--- config.mk ---
export PLATFORM = sky130hd
export DESIGN_NAME = dat_serializer
export DESIGN_NICKNAME = d
export VERILOG_FILES = /design/src/rtl/dat_pkg.sv /design/src/rtl/dat_serializer.sv
export SDC_FILE = /design/constraint.sdc
export NUM_CORES = 1
export LEC_CHECK = 0
export CAP_MARGIN = 20
export CORE_MARGIN = 5
export CORE_UTILIZATION = 56
export DETAILED_ROUTE_END_ITERATION = 7
export GPL_TIMING_DRIVEN = 0
export PLACE_DENSITY = 0.85
export SYNTH_ARGS = -nofsm -noshare
export SYNTH_HDL_FRONTEND = slang
export SYNTH_SLANG_ARGS = --single-unit
--- constraint.sdc ---
create_clock -name clk -period 3.2 [get_ports clk]
set_clock_uncertainty 0.2 [all_clocks]
set_input_delay 0.96 -clock clk [delete_from_list [all_inputs] [get_ports clk]]
set_output_delay 0.96 -clock clk [all_outputs]
set_load 0.02 [all_outputs]
--- src/rtl/dat_pkg.sv ---
// Shared definitions for the SD host DAT-line serializer and deserializer.
package dat_pkg;

  localparam logic DAT_IDLE_LEVEL = 1'b1;

  localparam int DAT_BITS         = 32;
  localparam int DAT_BITS_COUNTER = 8;

  typedef enum logic [1:0] {
    SER_IDLE,
    SER_SHIFT,
    SER_DONE
  } ser_state_t;

endpackage

--- src/rtl/dat_serializer.sv ---
// Parallel-to-serial shifter for the SD host DAT transmit path.
// Sends a captured word LSB first and ends each frame with a one-cycle complete pulse.
module dat_serializer
  import dat_pkg::*;
#(
  parameter int BITS         = DAT_BITS,
  parameter int BITS_COUNTER = DAT_BITS_COUNTER
) (
  input  logic                    clk,
  input  logic                    reset,
  input  logic                    enable,
  input  logic                    load,
  input  logic [BITS_COUNTER-1:0] framesize,
  input  logic [BITS-1:0]         in,
  output logic                    out,
  output logic                    busy,
  output logic                    complete
);

  ser_state_t state, stateNext;

  logic [BITS-1:0]         shreg;
  logic [BITS_COUNTER-1:0] count;
  logic [BITS_COUNTER-1:0] length;
  logic                    sizeOk;
  logic                    accept;
  logic                    lastBit;

  // A load is honoured only outside SHIFT and only for 1..BITS bits.
  always_comb begin
    sizeOk    = (framesize != '0) && (framesize <= BITS_COUNTER'(BITS));
    accept    = load && sizeOk && (state != SER_SHIFT);
    lastBit   = (state == SER_SHIFT) && enable && (count == length);
    stateNext = state;
    case (state)
      SER_IDLE:  if (accept) stateNext = SER_SHIFT;
      SER_SHIFT: if (lastBit) stateNext = SER_DONE;
      SER_DONE:  stateNext = accept ? SER_SHIFT : SER_IDLE;
      default:   stateNext = SER_IDLE;
    endcase
  end

  always_ff @(posedge clk or posedge reset) begin
    if (reset) begin
      state <= SER_IDLE;
    end else begin
      state <= stateNext;
    end
  end

  // The first bit is driven on the accepting edge itself, so count starts at 1
  // and the frame ends on the enabled edge where count has reached length.
  always_ff @(posedge clk or posedge reset) begin
    if (reset) begin
      out      <= DAT_IDLE_LEVEL;
      busy     <= 1'b0;
      complete <= 1'b0;
      shreg    <= '0;
      count    <= '0;
      length   <= '0;
    end else begin
      complete <= lastBit;
      if (accept) begin
        out    <= in[0];
        shreg  <= in >> 1;
        length <= framesize;
        count  <= BITS_COUNTER'(1);
        busy   <= 1'b1;
      end else if (lastBit) begin
        out  <= DAT_IDLE_LEVEL;
        busy <= 1'b0;
      end else if ((state == SER_SHIFT) && enable) begin
        out   <= shreg[0];
        shreg <= shreg >> 1;
        count <= count + BITS_COUNTER'(1);
      end else if (state != SER_SHIFT) begin
        out  <= DAT_IDLE_LEVEL;
        busy <= 1'b0;
      end
    end
  end

endmodule
After elaboration in Yosys (flattened, before gate mapping)
Index checks and enable logic that the tools add are counted.
{"block": "op_classes", "add_sub_neg": 1, "n_lt_le_gt_ge": 1, "eq_ne": 8, "muxes": 18, "reduce_logical": 13}
{"op": "$mux 32", "n": 3}
{"op": "$mux 8", "n": 3}
{"op": "$mux 1", "n": 9}
{"op": "$add 8x1->8 const B", "n": 1}
{"op": "$eq 8x8->1", "n": 1}
{"op": "$le 8x6->1 const B", "n": 1}
{"op": "$reduce_bool 8->1", "n": 1}
{"op": "$ne 2x2->1 const B", "n": 3}
{"op": "$pmux 2 s3", "n": 1}
{"op": "$reduce_and 2->1", "n": 3}
{"op": "$logic_and 1x1->1", "n": 5}
{"op": "$mux 2", "n": 2}
{"op": "$reduce_bool 4->1", "n": 1}
{"op": "$ne 3x3->1 const B", "n": 1}
{"op": "$reduce_bool 3->1", "n": 1}
{"op": "$eq 2x1->1 const B", "n": 1}
{"op": "$eq 2x2->1 const B", "n": 1}
{"op": "$logic_not 2->1", "n": 1}
{"op": "$ne 2x1->1 const B", "n": 1}
{"op": "$reduce_bool 2->1", "n": 1}
{"block": "totals", "ff_bits": 53, "inputBits": 44, "out_inout_bits": 3, "elab_cells": 48}

Depth between registers and ports, before layout
Gate-level depths: netlist of the first run.
{"block": "logic_depth", "ltp_word": 6, "ltp_mapped": 7}

Worst setup path before layout of the first run
OpenSTA, ideal clock, no wires.
{"block": "synth_timing", "path_kind": "input port to flip-flop", "startpoint": "in framesize[1]", "endpoint": "reg shreg[0]", "arrival_time_ns": 2.402, "t_required_ns": 2.873, "setup_slack_ns": 0.472, "cell_stages": 6, "n_path_buf": 1, "path_cell_list": "or4_4 nor2_8 mux2_4 mux2i_4 buf_6 o21ai_1"}
{"block": "synth_via", "elab_chain_cells": 6, "elab_cells_between_ends": 9, "cone_classes": "order compare: 1; eq/ne: 1; mux: 1; reduce/logical: 6"}
{"item": "from (decl)", "line_no": "dat_serializer.sv:13", "source": "input logic [BITS_COUNTER-1:0] framesize,"}
{"item": "$le 8x6->1 or $reduce_bool 8->1 (tied branches)", "line_no": "dat_serializer.sv:31", "source": "sizeOk = (framesize != '0) && (framesize <= BITS_COUNTER'(BITS));"}
{"item": "$logic_and 1x1->1 *", "line_no": "dat_serializer.sv:31"}
{"item": "$logic_and 1x1->1 * (2 in a row)", "line_no": "dat_serializer.sv:32", "source": "accept = load && sizeOk && (state != SER_SHIFT);"}
{"item": "$ne 2x2->1 (no line) or $reduce_bool 2->1 (tied branches)"}
{"item": "$reduce_and 2->1 (no line)"}
{"item": "to (signal assigned)", "line_no": "dat_serializer.sv:65", "source": "shreg <= in >> 1;"}
{"item": "to (signal assigned)", "line_no": "dat_serializer.sv:74", "source": "shreg <= shreg >> 1;"}
{"item": "to (decl)", "line_no": "dat_serializer.sv:22", "source": "logic [BITS-1:0] shreg;"}
Every way passes the cells marked *; elsewhere a longest branch is shown, timed or not.
A chain may end at the register's enable or synchronous reset.

Worst setup path after layout of the first run
{"block": "layout_timing", "startpoint": "in framesize[1]", "endpoint": "reg length[3]"}
{"block": "layout_via", "elab_chain_cells": 4, "elab_cells_between_ends": 5, "cone_classes": "order compare: 1; reduce/logical: 4"}
{"item": "$le 8x6->1 or $reduce_bool 8->1 (tied branches)", "line_no": "dat_serializer.sv:31"}
{"item": "$logic_and 1x1->1 *", "line_no": "dat_serializer.sv:31"}
{"item": "$logic_and 1x1->1 * (2 in a row)", "line_no": "dat_serializer.sv:32"}
{"item": "to (signal assigned)", "line_no": "dat_serializer.sv:66", "source": "length <= framesize;"}
{"item": "to (decl)", "line_no": "dat_serializer.sv:24", "source": "logic [BITS_COUNTER-1:0] length;"}
Marked as above.

==> flow_summary.json, run 1 <==
{
  "status": "completed",
  "row_count": 24,
  "intPower_uw": 1506,
  "synth_area_leaders": "dfrtp_1 51%, a22oi_1 8.1%, o21ai_1 5.2%",
  "cp_max_fo": 10,
  "r2r_end": "shreg[16]",
  "critPathCapture": "length[3]",
  "synth-simple-area-share_pct": 11.72,
  "dp_cells": 342,
  "clock_latency_ns": 0.30,
  "netlist_area_um2": 2497,
  "track_usage_pct": 18.92,
  "place.gp.congestion": 0.7727,
  "fin_nets": 342,
  "fillers": 322,
  "synth_cell_types": 40,
  "cts.sink_count": 52,
  "slew_viol_final": 0,
  "final_cells": 350,
  "route.met2.wl_mm": 2.771,
  "synth-compound-area-share_pct": 18.99,
  "synth_seq_cells": 52,
  "critPathRequiredTime_ns": 3.24,
  "path_cells": "clkdlybuf4s50_1 -> or4_4 -> nor2_8 -> mux2i_2 -> buf_2 -> nand2_1 -> nand2_1",
  "period_share_pct": 94.74,
  "cp.arrival_ns": 3.07,
  "postCtsResizedCells": 0,
  "dr.pass1.iters": 4,
  "crit_start": "framesize[1]",
  "syn_area_per_cell_um2": 10.28,
  "powerDensity_nw_per_um2": 722.1,
  "critPathCaptureType": "flop",
  "worstRegToRegCells": 7,
  "antenna_found_initial": 0,
  "finalSetupViolations": 0,
  "grt_max_degree": 33,
  "synth_top_area_share_pct": 51.10,
  "core_area_um2": 4354,
  "drt_iter0_drc": 113,
  "cap_viol_max_count": 0,
  "max_slew.worst_pin.slew_ns": 0.5191,
  "hold_violations": 0,
  "cts_tree": "built",
  "portBuffers": 46,
  "critical-path-slowest-cell": "or4_4",
  "worstHoldStart": "state[0]",
  "p_leak_uw": 0.001414,
  "power_frac_seq_pct": 46.8,
  "pwr-share-comb_pct": 32.8,
  "io_pins": 47,
  "die_y_um": 76.78,
  "peakVddDrop_v": 0.0004258,
  "muxShareOfSynthArea_pct": 4.509,
  "cts.path.max_buffers": 2,
  "synthAdderAreaFrac_pct": 0.5010,
  "synth_top_family_by_area": "compound AO/OA/AOI/OAI gates",
  "r2r_slack_ns": 1.01,
  "rsz0062_at_grt": "no",
  "grt_pass1_vias": 2004,
  "yosysTopAreaCell": "dfrtp_1",
  "dieArea_um2": 5895,
  "max_freq_mhz": 329.8,
  "post_cts_buffers": 0,
  "area.growth.synth_to_final_pct": 26.70,
  "drive_gt1_share_pct": 12.08,
  "grt_pass1_wl_mm": 9.101,
  "place_ws_ns": -0.1352,
  "max_stage_delay_ns": 0.58,
  "yosysSeqAreaShare_pct": 52.15,
  "route.layer.met1.wl_mm": 2.258,
  "switching_share_pct": 34.08,
  "die_x_um": 76.78,
  "hold_path.class": "reg -> reg",
  "slew_headroom_pct": 64.71,
  "num_vias": 1933,
  "drt-vias-per-instance": 5.523,
  "top_layer": "met4",
  "critPathLaunchType": "input port",
  "drt-total-wl_mm": 5.310,
  "n_antenna_cell": 0,
  "cts_buffers": 5,
  "wl_per_cell_um": 15.17,
  "dr_wl_met3_um": 190,
  "ant_nets": 0,
  "initial_core_util_pct": 57.36,
  "clkPwrFrac_pct": 20.4,
  "worstSetupPathType": "in -> reg",
  "synthCells": 243,
  "cts-root-buf": "clkbuf_8",
  "r2r-start": "state[1]",
  "dp_hpwl_mm": 3.804,
  "critPathMostFrequentCell": "nand2_1",
  "overflow": 0,
  "h-tree-depth": 2,
  "synth-xor-area-share_pct": 3.156,
  "clk_pin_slew_ns": 0.09,
  "cts_hold_buf": 0,
  "p_sw_uw": 778.7,
  "syn-num-nets": 288,
  "layout_min_cycle_time_ns": 3.032,
  "drc_errors": 0,
  "setup_ws_ns": 0.1682,
  "yosys_warnings": 0
}
-- power groups by stage --
stage          clock (uW)  sequential [uW]  combinational [uW]
6_report              467             1070                 749
5_1_grt               512             1090                 849
4_1_cts               481             1070                 760
3_5_place_dp            0             1070                 751
3_3_place_gp            0             1060                 713
2_1_floorplan           0             1040                 543
-- flip-flops by register name, summed over array words and instances (netlist names) --
name and flops:
busy 1, shreg 31, complete 1, out 1, state 2, length 8, count 8
-- synth_stat cells (all sizes together) --
cell and count:
a31o 1, and3 3, dfstp 1, nand2 28, o21ai 32, xnor2 9, nor3 3, o31ai 1
inv 33, and2 3, a21oi 2, o211ai 1, nand3 2, and2b 1, o2bb2ai 1, or3 1
nor3b 1, nor2 5, a22oi 30, nand2b 3, o22ai 1, o21ba 1, or4 1, ha 1
dfrtp 51, nand3b 1, buf 10, mux2i 7, clkbuf 2, nand4 5, mux2 2
-- worst min path at each step --
stage,endpoint,cells after the start
5_1_grt,state[0],1
3_5_place_dp,state[0],1
6_report,state[0],1
3_3_place_gp,state[0],1
2_1_floorplan,state[0],1
4_1_cts,state[0],1
-- critical path, delay by kind of cell --
family / cells / cell delay (ns)
muxes: 1 / 0.50
buffers and inverters: 2 / 0.75
and+or+nand+nor: 4 / 0.86
-- per-layer routing --
layer	global-route usage (%)	up-vias
met5	0	-
met4	6.469	0
met3	3.630	7
met2	32.34	39
met1	23.83	951
li1	-	936
-- kinds of logic after synthesis --
| kind of cell | after synthesis |
|---|---|
| buffers and inverters | 45 |
| adder cells (fa/ha/maj) | 1 |
| AND/OR/NAND/NOR | 57 |
| AO/OA/AOI/OAI | 70 |
| XOR/XNOR | 9 |
| flip-flops | 52 |
| multiplexers | 9 |
-- metrics by stage --
step / area, um^2 / hold WS, ns / power (uW) / util, % / setup TNS [ns]
global route: 3164 / 0.3137 / 2454 / 72.67 / 0
floorplan: 2497 / 0.2319 / 1584 / - / 0
finish: 3164 / 0.2725 / 2285 / 72.67 / 0
global placement: 3023 / 0.2521 / 1773 / 69.43 / -12.32
CTS: 3164 / 0.2755 / 2306 / 72.67 / 0
detailed placement: 3043 / 0.2642 / 1823 / 69.89 / -4.394
-- layout by cell type (no fill, tap or decap), types with 2 or more instances in the layout --
cell	instances
xnor2_1	9
nand2b_1	3
nor3_1	3
a21oi_1	2
clkbuf_8	6
o21ai_2	4
buf_4	2
and2_1	3
nand4_1	5
o21ai_0	2
nand2_1	28
clkdlybuf4s50_1	46
buf_6	6
a22oi_1	27
nand3_1	2
o21ai_1	26
mux2i_1	5
inv_1	32
nor2_1	4
dfrtp_1	51
clkbuf_1	2
a22oi_2	3
and3_1	3
buf_2	2
-- final cells by class --
class	instances	area, um^2	share of cell area (%)
Buffer	12	100.1	3.163
Sequential cell	52	1303	41.16
Timing Repair Buffer	47	480.5	15.18
Multi-Input combinational cell	146	970.9	30.68
Inverter	33	123.9	3.915
Clock inverter	2	38.79	1.226
Tap cell	52	65.06	2.056
Clock buffer	6	82.58	2.610
Note: power is estimated with default switching activity, not from simulation.
==> inputs of run 2 (changes only) <==
--- a/config.mk
+++ b/config.mk
@@ -6,11 +6,10 @@
 export NUM_CORES = 1
 export LEC_CHECK = 0
 export CAP_MARGIN = 20
-export CORE_MARGIN = 5
-export CORE_UTILIZATION = 56
+export CORE_UTILIZATION = 47
 export DETAILED_ROUTE_END_ITERATION = 7
 export GPL_TIMING_DRIVEN = 0
-export PLACE_DENSITY = 0.85
+export PLACE_DENSITY = 0.76
 export SYNTH_ARGS = -nofsm -noshare
 export SYNTH_HDL_FRONTEND = slang
 export SYNTH_SLANG_ARGS = --single-unit
==> constraint.sdc (replaced) <==
create_clock -name clk -period 2.62 [get_ports clk]
set_clock_uncertainty 0.2 [all_clocks]
set_input_delay 0.786 -clock clk [delete_from_list [all_inputs] [get_ports clk]]
set_output_delay 0.786 -clock clk [all_outputs]
set_load 0.02 [all_outputs]
==> run 2 against run 1 <==
Effect of this change:
- critical path depth rose by 1
- combinational power rose by 32%
- sequential power rose by 21%
- hold slack improved by 0.013 ns
- power rose by 28%
- cell count rose by 6.9%
- count of clock-buffer cells in the layout fell by 1
==> flow_summary.json, run 2 (synthesis results as in run 1) <==
{
  "cts_hold_buf": 0,
  "worstHoldStart": "state[0]",
  "final_cell_mix": "51 x dfrtp_1, 39 x clkdlybuf4s50_1, 32 x inv_1",
  "num_vias": 1927,
  "peakVddDrop_v": 0.0005026,
  "critPathMostFrequentCell": "buf_6",
  "slew_headroom_pct": 65.05,
  "power_frac_seq_pct": 44.6,
  "r2r-start": "count[2]",
  "path_cells": "clkdlybuf4s15_1 -> or4_4 -> nor2_8 -> mux2_4 -> mux2i_4 -> buf_6 -> buf_6 -> o21ai_2",
  "dp_hpwl_mm": 3.449,
  "drive_gt1_share_pct": 17.43,
  "dr.pass1.iters": 4,
  "finalSetupViolations": 0,
  "layout_min_cycle_time_ns": 2.576,
  "regMostFlops": "shreg",
  "fin_nets": 349,
  "fillers": 429,
  "cp_max_fo": 5,
  "hold_path.class": "reg -> reg",
  "antenna_found_initial": 0,
  "grt_max_degree": 30,
  "io_pins": 47,
  "period_share_pct": 98.33,
  "clock_latency_ns": 0.30,
  "pwr-share-comb_pct": 34.0,
  "setup_ws_ns": 0.04368,
  "cts_tree": "built",
  "drt-total-wl_mm": 5.029,
  "critPathRequiredTime_ns": 2.60,
  "status": "completed",
  "initial_core_util_pct": 48.90,
  "critical-path-slowest-cell": "or4_4",
  "cts.sink_count": 52,
  "r2r_slack_ns": 0.53,
  "dieArea_um2": 5609,
  "top_regs": "shreg: 31 flops, count: 8 flops, length: 8 flops",
  "layout_commonest_cell": "dfrtp_1",
  "worstRegToRegCells": 7,
  "critPathCapture": "shreg[16]",
  "die_x_um": 74.90,
  "slew_viol_final": 0,
  "p_sw_uw": 960.5,
  "hold_violations": 0,
  "p_leak_uw": 0.001509,
  "core_area_um2": 5107,
  "max_slew.worst_pin.slew_ns": 0.5235,
  "drt-vias-per-instance": 5.152,
  "r2r_end": "shreg[19]",
  "critPathCaptureType": "flop",
  "wl_per_cell_um": 13.45,
  "overflow": 0,
  "switching_share_pct": 32.94,
  "grt_pass1_wl_mm": 8.224,
  "clk_pin_slew_ns": 0.09,
  "intPower_uw": 1955,
  "clkPwrFrac_pct": 21.4,
  "multi_input_area_um2": 1018,
  "track_usage_pct": 19.74,
  "drt_iter0_drc": 62,
  "cts-root-buf": "clkbuf_8",
  "worstSetupPathType": "in -> reg",
  "ff_latch_area_um2": 1303,
  "die_y_um": 74.90,
  "total_power_uw": 2916,
  "portBuffers": 46,
  "cts.path.max_buffers": 2,
  "max_stage_delay_ns": 0.55,
  "n_antenna_cell": 0,
  "h-tree-depth": 2,
  "place.gp.congestion": 0.7879,
  "largest_reg_flops": 31,
  "max_freq_mhz": 388.2,
  "cap_viol_max_count": 0,
  "ant_nets": 0,
  "crit_start": "framesize[2]",
  "rsz0062_at_grt": "no",
  "cp.arrival_ns": 2.56,
  "drc_errors": 0,
  "grt_pass1_vias": 1851,
  "row_count": 26,
  "cts_buffers": 5,
  "area.growth.synth_to_final_pct": 32.92,
  "place_ws_ns": -0.5762,
  "critPathLaunchType": "input port",
  "powerDensity_nw_per_um2": 878.4
}
run 2: worst max-delay path, delay by kind of cell:
family / cells / cell delay (ns)
multiplexers: 2 / 0.57
AND/OR/NAND/NOR: 2 / 0.68
AO/OA/AOI/OAI: 1 / 0.06
buffers and inverters: 3 / 0.46
run 2: worst min path at each step:
stage / to / cells past startpoint / slack, ns
finish: state[0] / 1 / 0.29
global route: state[0] / 1 / 0.32
CTS: state[0] / 1 / 0.28
detailed placement: state[0] / 1 / 0.27
global placement: state[0] / 1 / 0.25
floorplan: state[0] / 1 / 0.23
run 2: repair_timing:
action,in CTS,in global routing
setup buffers,5,0
setup endpoints to repair,46,35
hold endpoints to repair,0,0
pin swaps,3,4
gates cloned,2,0
gates resized for setup,19,10
run 2: cell type report:
| type | instances | area share (%) |
|---|---|---|
| timing repair buffer | 54 | 16.74 |
| buffer | 12 | 3.091 |
| multi-input combinational | 146 | 30.68 |
| tap | 70 | 2.639 |
| clock inverter | 2 | 1.809 |
| sequential | 52 | 39.24 |
| inverter | 33 | 3.732 |
| clock buffer | 5 | 2.073 |
run 2: power by group through the flow:
stage | Sequential, uW | Clock [uW] | Combinational, uW
floorplan | 1270 | 0 | 663
global placement | 1300 | 0 | 872
detailed placement | 1310 | 0 | 904
CTS | 1300 | 645 | 997
global route | 1340 | 669 | 1100
finish | 1300 | 624 | 990
run 2: metrics by stage:
step                std cells  instance area [um^2]  hold WS, ns  setup TNS [ns]  utilization [%]
finish                    374                  3319       0.2853               0            64.99
global route              374                  3319       0.3194               0            64.99
CTS                       374                  3303       0.2832               0            64.67
detailed placement        360                  3065       0.2724          -23.98            60.02
global placement          359                  3045       0.2542          -54.68            59.63
floorplan                 243                  2497       0.2319               0                -
run 2: metal layers:
metal / global-route usage (%) / wire [um] / share of wire [%] / vias to the layer above
met5: 0 / 0 / 0 / -
met1: 25.90 / 2382 / 47 / 940
met2: 31.83 / 2423 / 48 / 32
met3: 4.819 / 152 / 3.0 / 6
li1: - / - / - / 949
met4: 7.547 / 71 / 1.4 / 0
==> inputs of run 3 (changes only) <==
--- a/config.mk
+++ b/config.mk
@@ -6,10 +6,12 @@
 export NUM_CORES = 1
 export LEC_CHECK = 0
 export CAP_MARGIN = 20
+export CORE_ASPECT_RATIO = 0.7
 export CORE_UTILIZATION = 47
 export DETAILED_ROUTE_END_ITERATION = 7
 export GPL_TIMING_DRIVEN = 0
 export PLACE_DENSITY = 0.76
+export SLEW_MARGIN = 20
 export SYNTH_ARGS = -nofsm -noshare
 export SYNTH_HDL_FRONTEND = slang
 export SYNTH_SLANG_ARGS = --single-unit
==> run 3 against run 2 <==
Effect of this change:
- clock power down 22%
- critical path depth unchanged
- die area about the same
- core utilization up 2.1 points
- largest power group unchanged
- setup slack better by 0.0061 ns
- cell count up 0.80%
- first-iteration DRC count up 55%
- register-to-register slack worse by 0.10 ns
- critical endpoint is now shreg[15]
- maximum frequency up 0.24%
- sequential share of layout area up 0.074 points
==> flow_summary.json, run 3 (synthesis results as in run 1) <==
{
  "status": "completed",
  "slew_headroom_pct": 56.05,
  "largest_reg_flops": 31,
  "finalSetupViolations": 0,
  "drc_errors": 0,
  "layout_commonest_cell": "dfrtp_1",
  "regMostFlops": "shreg",
  "max_slew.worst_pin.slew_ns": 0.6583,
  "clk_pin_slew_ns": 0.10,
  "clock_latency_ns": 0.31,
  "setup_ws_ns": 0.04981,
  "grt_max_degree": 31,
  "cap_viol_max_count": 0,
  "switching_share_pct": 35.75,
  "design_area_um2": 3313,
  "final_cell_mix": "51 x dfrtp_1, 42 x clkdlybuf4s50_1, 32 x inv_1",
  "cts_buffers": 5,
  "core_area_um2": 4940,
  "hold_ws_ns": 0.2727,
  "antenna_found_initial": 0,
  "place_ws_ns": -0.6568,
  "cp.arrival_ns": 2.57,
  "dieArea_um2": 5614,
  "p_sw_uw": 1016,
  "row_count": 21,
  "cts.path.max_buffers": 2,
  "multi_input_area_um2": 1021,
  "ant_nets": 0,
  "track_usage_pct": 22.36,
  "die_y_um": 62.99,
  "io_pins": 47,
  "num_vias": 1964,
  "cp_max_fo": 6,
  "pwr-share-comb_pct": 37.0,
  "ff_latch_area_um2": 1303,
  "period_share_pct": 98.10,
  "drt_iter0_drc": 96,
  "critPathRequiredTime_ns": 2.62,
  "die_x_um": 89.13,
  "portBuffers": 46,
  "wl_per_cell_um": 14.90,
  "fillers": 415,
  "intPower_uw": 1827,
  "area.growth.synth_to_final_pct": 32.67,
  "dr.pass1.iters": 4,
  "total_power_uw": 2843,
  "cts-root-buf": "clkbuf_8",
  "drt-vias-per-instance": 5.210,
  "n_antenna_cell": 0,
  "grt_pass1_wl_mm": 9.418,
  "cts_tree": "built",
  "dp_hpwl_mm": 3.771,
  "drive_gt1_share_pct": 18.83,
  "slew_viol_final": 0,
  "max_freq_mhz": 389.1,
  "h-tree-depth": 2,
  "grt_pass1_vias": 1965,
  "hold_violations": 0,
  "hold_path.class": "reg -> reg",
  "overflow": 0,
  "critPathCaptureType": "flop",
  "powerDensity_nw_per_um2": 858.1,
  "clkPwrFrac_pct": 17.1,
  "cts.sink_count": 52,
  "fin_nets": 352,
  "top_regs": "shreg: 31 flops, count: 8 flops, length: 8 flops",
  "p_leak_uw": 0.001483,
  "critPathLaunchType": "input port",
  "place.gp.congestion": 0.7619,
  "rsz0062_at_grt": "no",
  "layout_min_cycle_time_ns": 2.570,
  "initial_core_util_pct": 50.56,
  "worstSetupPathType": "in -> reg",
  "drt-total-wl_mm": 5.618,
  "place_area_um2": 3072,
  "peakVddDrop_v": 0.0004712,
  "power_frac_seq_pct": 45.8
}
-- run 3: what timing repair did --
action / in CTS / in global routing
hold buffers: 0 / 0
endpoints found under the setup margin: 46 / 35
pin swaps: 2 / 4
setup buffers: 5 / 2
cloned: 3 / 0
gates resized for setup: 23 / 9
-- run 3: through the flow --
| stage | utilization, % | std cells | TNS, ns |
|---|---|---|---|
| 2_1_floorplan | - | 243 | 0 |
| 3_3_place_gp | 61.63 | 358 | -56.93 |
| 3_5_place_dp | 62.18 | 359 | -25.82 |
| 4_1_cts | 66.51 | 375 | 0 |
| 5_1_grt | 67.07 | 377 | 0 |
| 6_report | 67.07 | 377 | 0 |
-- run 3: path summary, 6_finish.rpt --
path / start / end / slack (ns) / cells after the start
setup / recovery: framesize[2] / shreg[15] / 0.05 / 8
hold / removal: state[0] / state[0] / 0.27 / 1
setup reg to reg: length[5] / shreg[8] / 0.43 / 7
hold reg to reg: state[0] / state[0] / 0.27 / 1
max in group asynchronous: reset / count[1] / 0.99 / 3
min in group asynchronous: reset / shreg[20] / 0.69 / 2
-- run 3: power by group through the flow --
| stage | sequential, uW | clock (uW) | combinational (uW) |
|---|---|---|---|
| floorplan | 1270 | 0 | 663 |
| global placement | 1300 | 0 | 881 |
| detailed placement | 1310 | 0 | 918 |
| CTS | 1300 | 497 | 1040 |
| global route | 1340 | 529 | 1170 |
| finish | 1300 | 487 | 1050 |
-- run 3: final cells by class --
| type | instances | area share (%) |
|---|---|---|
| repair buffers | 57 | 17.48 |
| clock buffers | 6 | 2.492 |
| multi-input cells | 146 | 30.82 |
| well taps | 69 | 2.606 |
| plain buffers | 12 | 3.097 |
| clock inverters | 2 | 0.4532 |
| flip-flops and latches | 52 | 39.31 |
| inverters | 33 | 3.739 |
-- run 3: per-layer routing --
layer  vias up  wire length (um)  track usage (%)
met1       952              2861            32.19
li1        959                 -                -
met3         9               211            4.491
met4         0                86            7.341
met5         -                 0                0
met2        44              2459            33.68
-- run 3: worst max-delay path, stage by stage --
cell             delay [ns]
clkdlybuf4s15_1        0.18
or4_4                  0.55
nor2_8                 0.14
mux2_4                 0.37
mux2i_4                0.21
buf_6                  0.14
buf_6                  0.12
o21ai_2                0.05
